==> src/rtl/tdc_interval_calc.sv <==
// ---------------------------------------------------------------------------
// tdc_interval_calc
//
// Time-to-digital interval calculator. It timestamps a START and a STOP edge
// event, each carrying a 6-bit delay-line fine code, and reports the interval
// between them in fine-bin units on a valid/ready result interface.
//
// Interval = coarse * 64 + start_fine - stop_fine.
// A larger fine code means the edge happened earlier within its clock.
//
// Ports:
//   clk              system clock
//   rst_n            synchronous active-low reset
//   arm              one-cycle pulse, arms a measurement from IDLE
//   event_valid      one-cycle edge event pulse
//   event_fine       fine code of the event (0..63)
//   result_valid     result available (registered)
//   result_ready     downstream accepts the result
//   result_interval  interval in fine bins (COARSE_W+6 bits)
//   result_timeout   result is a timeout, interval is 0
//   busy             high while armed, measuring or holding a result
//   dropped_count    saturating count of events ignored while holding a result
// ---------------------------------------------------------------------------
module tdc_interval_calc #(
    parameter int COARSE_W       = 16,
    parameter int TIMEOUT_CYCLES = 1000,
    parameter bit AUTO_REARM     = 1'b0
) (
    input  logic                  clk,
    input  logic                  rst_n,
    input  logic                  arm,
    input  logic                  event_valid,
    input  logic [5:0]            event_fine,
    output logic                  result_valid,
    input  logic                  result_ready,
    output logic [COARSE_W+5:0]   result_interval,
    output logic                  result_timeout,
    output logic                  busy,
    output logic [7:0]            dropped_count
);

    localparam int                IW          = COARSE_W + 6;
    localparam logic [COARSE_W-1:0] TIMEOUT_VAL = COARSE_W'(TIMEOUT_CYCLES);
    localparam logic [COARSE_W-1:0] COARSE_ONE  = COARSE_W'(1);

    typedef enum logic [1:0] {
        S_IDLE       = 2'd0,
        S_WAIT_START = 2'd1,
        S_WAIT_STOP  = 2'd2,
        S_DONE       = 2'd3
    } state_t;

    // Saturating 8-bit increment used by the dropped-event counter.
    function automatic logic [7:0] sat_inc8(input logic [7:0] value);
        logic [7:0] result;
        if (value == 8'hFF) begin
            result = 8'hFF;
        end else begin
            result = value + 8'd1;
        end
        return result;
    endfunction

    state_t                state_r;
    state_t                state_next_s;
    logic [COARSE_W-1:0]   coarse_r;
    logic [COARSE_W-1:0]   coarse_s;
    logic [5:0]            start_fine_r;
    logic [5:0]            start_fine_s;
    logic                  result_valid_r;
    logic                  result_valid_s;
    logic [IW-1:0]         result_interval_r;
    logic [IW-1:0]         result_interval_s;
    logic                  result_timeout_r;
    logic                  result_timeout_s;
    logic                  busy_r;
    logic                  busy_s;
    logic [7:0]            dropped_r;
    logic [7:0]            dropped_s;
    logic [IW-1:0]         interval_calc_s;
    logic                  accept_s;

    // Coarse is always >= 1 when a STOP is taken, so the subtraction cannot
    // underflow: the smallest case is 64 + 0 - 63 = 1.
    assign interval_calc_s = {coarse_r, 6'b000000}
                           + {{COARSE_W{1'b0}}, start_fine_r}
                           - {{COARSE_W{1'b0}}, event_fine};

    assign accept_s = result_valid_r & result_ready;

    // State register.
    always_ff @(posedge clk) begin
        if (!rst_n) begin
            state_r <= S_IDLE;
        end else begin
            state_r <= state_next_s;
        end
    end

    // Next-state decode.
    always_comb begin
        state_next_s = state_r;
        case (state_r)
            S_IDLE: begin
                // An event arriving together with arm is not a START.
                if (arm) begin
                    state_next_s = S_WAIT_START;
                end else begin
                    state_next_s = S_IDLE;
                end
            end
            S_WAIT_START: begin
                if (event_valid) begin
                    state_next_s = S_WAIT_STOP;
                end else begin
                    state_next_s = S_WAIT_START;
                end
            end
            S_WAIT_STOP: begin
                // A STOP in the timeout cycle still counts as a STOP.
                if (event_valid || (coarse_r == TIMEOUT_VAL)) begin
                    state_next_s = S_DONE;
                end else begin
                    state_next_s = S_WAIT_STOP;
                end
            end
            S_DONE: begin
                if (accept_s) begin
                    state_next_s = AUTO_REARM ? S_WAIT_START : S_IDLE;
                end else begin
                    state_next_s = S_DONE;
                end
            end
            default: begin
                state_next_s = S_IDLE;
            end
        endcase
    end

    // Datapath and output next-value decode.
    always_comb begin
        coarse_s          = coarse_r;
        start_fine_s      = start_fine_r;
        result_valid_s    = result_valid_r;
        result_interval_s = result_interval_r;
        result_timeout_s  = result_timeout_r;
        dropped_s         = dropped_r;
        busy_s            = (state_next_s != S_IDLE);
        case (state_r)
            S_IDLE: begin
                coarse_s = coarse_r;
            end
            S_WAIT_START: begin
                if (event_valid) begin
                    start_fine_s = event_fine;
                    coarse_s     = COARSE_ONE;
                end else begin
                    start_fine_s = start_fine_r;
                end
            end
            S_WAIT_STOP: begin
                coarse_s = coarse_r + COARSE_ONE;
                if (event_valid) begin
                    result_interval_s = interval_calc_s;
                    result_timeout_s  = 1'b0;
                    result_valid_s    = 1'b1;
                end else if (coarse_r == TIMEOUT_VAL) begin
                    result_interval_s = {IW{1'b0}};
                    result_timeout_s  = 1'b1;
                    result_valid_s    = 1'b1;
                end else begin
                    result_valid_s    = 1'b0;
                end
            end
            S_DONE: begin
                // Events here are never STARTs, even in the accept cycle.
                if (event_valid) begin
                    dropped_s = sat_inc8(dropped_r);
                end else begin
                    dropped_s = dropped_r;
                end
                if (accept_s) begin
                    result_valid_s = 1'b0;
                end else begin
                    result_valid_s = result_valid_r;
                end
            end
            default: begin
                result_valid_s = 1'b0;
            end
        endcase
    end

    // Datapath and output registers.
    always_ff @(posedge clk) begin
        if (!rst_n) begin
            coarse_r          <= {COARSE_W{1'b0}};
            start_fine_r      <= 6'd0;
            result_valid_r    <= 1'b0;
            result_interval_r <= {IW{1'b0}};
            result_timeout_r  <= 1'b0;
            busy_r            <= 1'b0;
            dropped_r         <= 8'd0;
        end else begin
            coarse_r          <= coarse_s;
            start_fine_r      <= start_fine_s;
            result_valid_r    <= result_valid_s;
            result_interval_r <= result_interval_s;
            result_timeout_r  <= result_timeout_s;
            busy_r            <= busy_s;
            dropped_r         <= dropped_s;
        end
    end

    assign result_valid    = result_valid_r;
    assign result_interval = result_interval_r;
    assign result_timeout  = result_timeout_r;
    assign busy            = busy_r;
    assign dropped_count   = dropped_r;

endmodule

==> config.mk <==
export PLATFORM = sky130hd
export DESIGN_NAME = tdc_interval_calc
export DESIGN_NICKNAME = d
export VERILOG_FILES = /design/src/rtl/tdc_interval_calc.sv
export SDC_FILE = /design/constraint.sdc
export NUM_CORES = 1
export LEC_CHECK = 0
export CAP_MARGIN = 10
export CORE_UTILIZATION = 54
export DETAILED_ROUTE_END_ITERATION = 8
export PLACE_DENSITY = 0.86
export RECOVER_POWER = 100
export SLEW_MARGIN = 40
export SYNTH_ARGS = -nofsm -noshare
export SYNTH_HDL_FRONTEND = slang
export SYNTH_SLANG_ARGS = --single-unit
==> constraint.sdc <==
create_clock -name clk -period 3 [get_ports clk]
set_clock_uncertainty 0.2 [all_clocks]
set_input_delay 0.6 -clock clk [delete_from_list [all_inputs] [get_ports clk]]
set_output_delay 0.6 -clock clk [all_outputs]
set_load 0.05 [all_outputs]
==> flow_results.xml, run 1 <==
<?xml version="1.0" encoding="UTF-8"?>
<metrics>
  <group name="worst_setup_path">
    <metric name="critical-path-max-stage-delay" unit="ns">0.55</metric>
    <metric name="critical_path.slowest_cell" unit="">dlygate4sd3_1</metric>
    <metric name="critPathCaptureType" unit="">register</metric>
    <metric name="criticalPathCategory" unit="">primary input to register</metric>
    <metric name="worst-path-max-fanout" unit="">7</metric>
    <metric name="worst_ep_required" unit="ns">3.03</metric>
    <metric name="critical_path_cell_sequence" unit="">dlygate4sd3_1 -&gt; inv_1 -&gt; ha_1 -&gt; a21o_1 -&gt; a21oi_1 -&gt; buf_4 -&gt; nand3b_1 -&gt; o211a_1 -&gt; a211o_1</metric>
    <metric name="crit_path_start_kind" unit="">primary input</metric>
    <metric name="arrival" unit="ns">2.74</metric>
  </group>
  <group name="routing">
    <metric name="post-route-drc-count" unit="">0</metric>
    <metric name="final_antenna_net_count" unit="">0</metric>
    <metric name="drt-initial-drc-count" unit="">156</metric>
    <metric name="detail_route.first_pass.iterations" unit="">4</metric>
    <metric name="avgRoutedWirePerCell" unit="um">14.4</metric>
    <metric name="routed-via-count" unit="">2849</metric>
    <metric name="wl" unit="um">7010</metric>
    <metric name="route.detailed.vias_per_inst" unit="">5.84</metric>
  </group>
  <group name="run">
    <metric name="cap_viol_max_count" unit="">0</metric>
  </group>
  <group name="timing">
    <metric name="report.final.slew_viol_count" unit="">0</metric>
    <metric name="report.final.hold_viol_count" unit="">0</metric>
    <metric name="timing.slew.headroom" unit="%">47.2</metric>
    <metric name="grt_setup_unrepaired" unit="">false</metric>
    <metric name="tns" unit="ns">0</metric>
    <metric name="clock.fmax" unit="MHz">368</metric>
    <metric name="period_minus_slack" unit="ns">2.71</metric>
    <metric name="worst-slew-pin-transition" unit="ns">0.789</metric>
    <metric name="timing.final.crit_share" unit="%">90.5</metric>
    <metric name="setup_viol_count_final" unit="">0</metric>
  </group>
  <group name="synthesis">
    <metric name="synth_enable_flop_cells" unit="">0</metric>
    <metric name="mapped_cells" unit="">368</metric>
    <metric name="synthesis.area_per_instance" unit="um^2">8.18</metric>
    <metric name="synth.net_count" unit="">389</metric>
    <metric name="yosysWarningCount" unit="">0</metric>
    <metric name="mappedNetlistArea" unit="mm^2">0.00301</metric>
    <metric name="ys_dominant_reg_cell" unit="">dfxtp_1</metric>
    <metric name="postSynth.asyncResetShare" unit="%">0</metric>
    <metric name="yosysUniqueCellTypes" unit="">53</metric>
    <metric name="synth_seq_area_share" unit="%">37.9</metric>
    <metric name="ffs_latches_synth" unit="">57</metric>
  </group>
  <group name="final_layout">
    <metric name="final.fill_count" unit="">427</metric>
    <metric name="final_common_cell" unit="">dfxtp_1</metric>
    <metric name="multi_input_area" unit="mm^2">0.00169</metric>
    <metric name="finish.net_count" unit="">434</metric>
    <metric name="mostFrequentLayoutCells" unit="">dfxtp_1, nand2_1, dlygate4sd3_1, a21oi_1, nor2_1</metric>
    <metric name="areaGrowthSynthToFinish" unit="%">22.3</metric>
    <metric name="n_antenna_cell" unit="">0</metric>
    <metric name="utilization" unit="%">70.3</metric>
    <metric name="sequential_cell_area" unit="mm^2">0.00114</metric>
    <metric name="share_of_layout_cells_above_drive_strength_1" unit="%">8.61</metric>
  </group>
  <group name="grt">
    <metric name="grt_pass1_wl" unit="um">12100</metric>
    <metric name="gr-total-overflow" unit="">0</metric>
    <metric name="grt_pass1_vias" unit="">2689</metric>
    <metric name="number_of_antenna_violations_at_the_first_check_in_global_routing" unit="">0</metric>
    <metric name="grt_max_degree" unit="">28</metric>
    <metric name="grt_usage" unit="%">25.6</metric>
  </group>
  <group name="clocking">
    <metric name="clock_insertion_delay_worst_skew" unit="ns">0.34</metric>
    <metric name="htree_levels" unit="">3</metric>
    <metric name="max-clock-path-buffers" unit="">2</metric>
    <metric name="post_cts.resized_instances" unit="">0</metric>
    <metric name="clockRootBuffer" unit="">clkbuf_8</metric>
    <metric name="clock-sinks" unit="">57</metric>
    <metric name="number_of_buffers_added_by_the_clock_tree_synthesis_step" unit="">9</metric>
    <metric name="postCtsSetupRepairBufs" unit="">0</metric>
    <metric name="postCtsHoldBufs" unit="">0</metric>
    <metric name="cts_tree" unit="">built</metric>
    <metric name="clk_pin_slew" unit="ns">0.07</metric>
  </group>
  <group name="die">
    <metric name="initial_utilization" unit="%">57.5</metric>
    <metric name="io-pin-count" unit="">44</metric>
    <metric name="fp.dieW" unit="um">76.7</metric>
    <metric name="die_h" unit="um">76.7</metric>
    <metric name="core-area" unit="mm^2">0.00524</metric>
    <metric name="die_footprint" unit="mm^2">0.00588</metric>
    <metric name="number_of_rows_created_at_floorplan" unit="">26</metric>
  </group>
  <group name="placement">
    <metric name="routabilityCongestion" unit="">0.884</metric>
    <metric name="place.port_buffers" unit="">43</metric>
    <metric name="detailed_place_hpwl" unit="um">5040</metric>
  </group>
  <group name="pwr">
    <metric name="leakagePower" unit="nW">1.60</metric>
    <metric name="pwr-share-clk" unit="%">38.7</metric>
    <metric name="sequentialPowerShare" unit="%">45.2</metric>
    <metric name="peakVddDrop" unit="uV">429</metric>
    <metric name="netSwitchingPower" unit="W">0.000489</metric>
    <metric name="p_per_area" unit="mW/mm^2">480</metric>
    <metric name="combinationalPowerShare" unit="%">16.1</metric>
    <metric name="intPower" unit="W">0.00128</metric>
    <metric name="power.share.switching" unit="%">27.7</metric>
  </group>
  <group name="outcome">
    <metric name="status" unit="">finished clean</metric>
  </group>
  <group name="min_path">
    <metric name="worst_hold_path_type" unit="">register to register</metric>
  </group>
</metrics>
[metal layers]
metal | GRT usage (%) | share of wire [%]
met2 | 43.5 | 49
met4 | 8.65 | 1.7
met3 | 8.33 | 5.2
met5 | 0 | 0
met1 | 30.2 | 44
[final timing paths]
| check | start | cells past startpoint | end | slack, ns |
|---|---|---|---|---|
| worst max register to register | coarse_r[0] | 7 | result_interval[12] | 0.42 |
| worst max-delay path | event_fine[4] | 9 | result_interval[16] | 0.29 |
| worst min register to register | result_interval[19] | 2 | result_interval[19] | 0.25 |
| worst min-delay path | result_interval[19] | 2 | result_interval[19] | 0.25 |
[area by class of cell]
type	count	share of cell area (%)
multi-input cells	273	45.9
repair buffers	56	13.9
clock buffers	14	4.96
inverters	16	1.63
flip-flops and latches	57	31.0
clock inverters	2	0.272
well taps	70	2.38
[power by group through the flow]
stage | clock, W | combinational [W] | sequential, W
CTS | 0.000694 | 0.000294 | 0.000800
global route | 0.000728 | 0.000308 | 0.000803
global placement | 0 | 0.000286 | 0.000816
finish | 0.000684 | 0.000284 | 0.000799
detailed placement | 0 | 0.000290 | 0.000817
floorplan | 0 | 0.000158 | 0.000860
[Yosys cell counts, drive strengths merged, types with 2 or more instances]
cell type,number,share of area (%)
a211o,2,0.58
xnor2,9,2.6
or2,3,0.62
or4,4,1.1
or3,7,1.5
nand4,9,2.1
a211oi,3,0.75
nand2,49,6.1
a22o,2,0.58
o211ai,7,1.7
nor3,11,1.8
nor2,23,2.9
and2,2,0.42
buf,10,2.0
nor4b,3,0.87
nor4,3,1.1
a21oi,23,3.8
ha,9,3.7
nand2b,6,1.2
dfxtp,57,38
nand3,21,3.5
nor2b,3,0.62
xor2,8,2.3
o211a,2,0.66
o31ai,2,0.50
o21a,3,0.75
and3,8,1.7
o21ai,21,3.6
clkbuf,12,1.5
a31oi,6,1.7
nand3b,2,0.50
inv,16,2.0
mux2,5,1.9
and4,6,1.7
[registers in the layout, indices dropped and copies added, names as in the netlist]
signal,flops
result_valid,1
busy,1
start_fine_r,6
result_interval,22
coarse_r,16
result_timeout,1
state_r,2
dropped_count,8
[through the flow]
| step | setup slack (ns) | instance area, um^2 | total power [W] | cells | hold WS, ns |
|---|---|---|---|---|---|
| after floorplan | 0.506 | 3010 | 0.00102 | 368 | 0.236 |
| after global placement | 0.0930 | 3520 | 0.00110 | 472 | 0.233 |
| after detailed placement | 0.0369 | 3520 | 0.00111 | 472 | 0.240 |
| after CTS | 0.390 | 3720 | 0.00179 | 488 | 0.255 |
| after global routing | 0.129 | 3680 | 0.00184 | 488 | 0.278 |
| final | 0.286 | 3680 | 0.00177 | 488 | 0.247 |
[cell families after synthesis]
family | Yosys count | synth area share (%)
AOI/OAI and AO/OA | 78 | 16.7
buffers and inverters | 38 | 5.44
muxes | 6 | 2.20
DFF | 57 | 37.9
xor gates and xnor gates | 17 | 4.94
adders and majority gates | 10 | 4.40
and+or+nand+nor | 162 | 28.4
[worst max-delay path: cells and delay by family]
| family | cells | cell delay [ns] |
|---|---|---|
| compound gates | 4 | 0.90 |
| buf+inv | 3 | 0.76 |
| fa+ha+maj | 1 | 0.35 |
| simple gates | 1 | 0.12 |
(Power assumes the default switching activity.)
==> run 2: changes to the inputs <==
Settings changed: CAP_MARGIN 10 to not set.
==> results of run 2 <==
The final DEF is identical to that of run 1; final timing and power are the same.
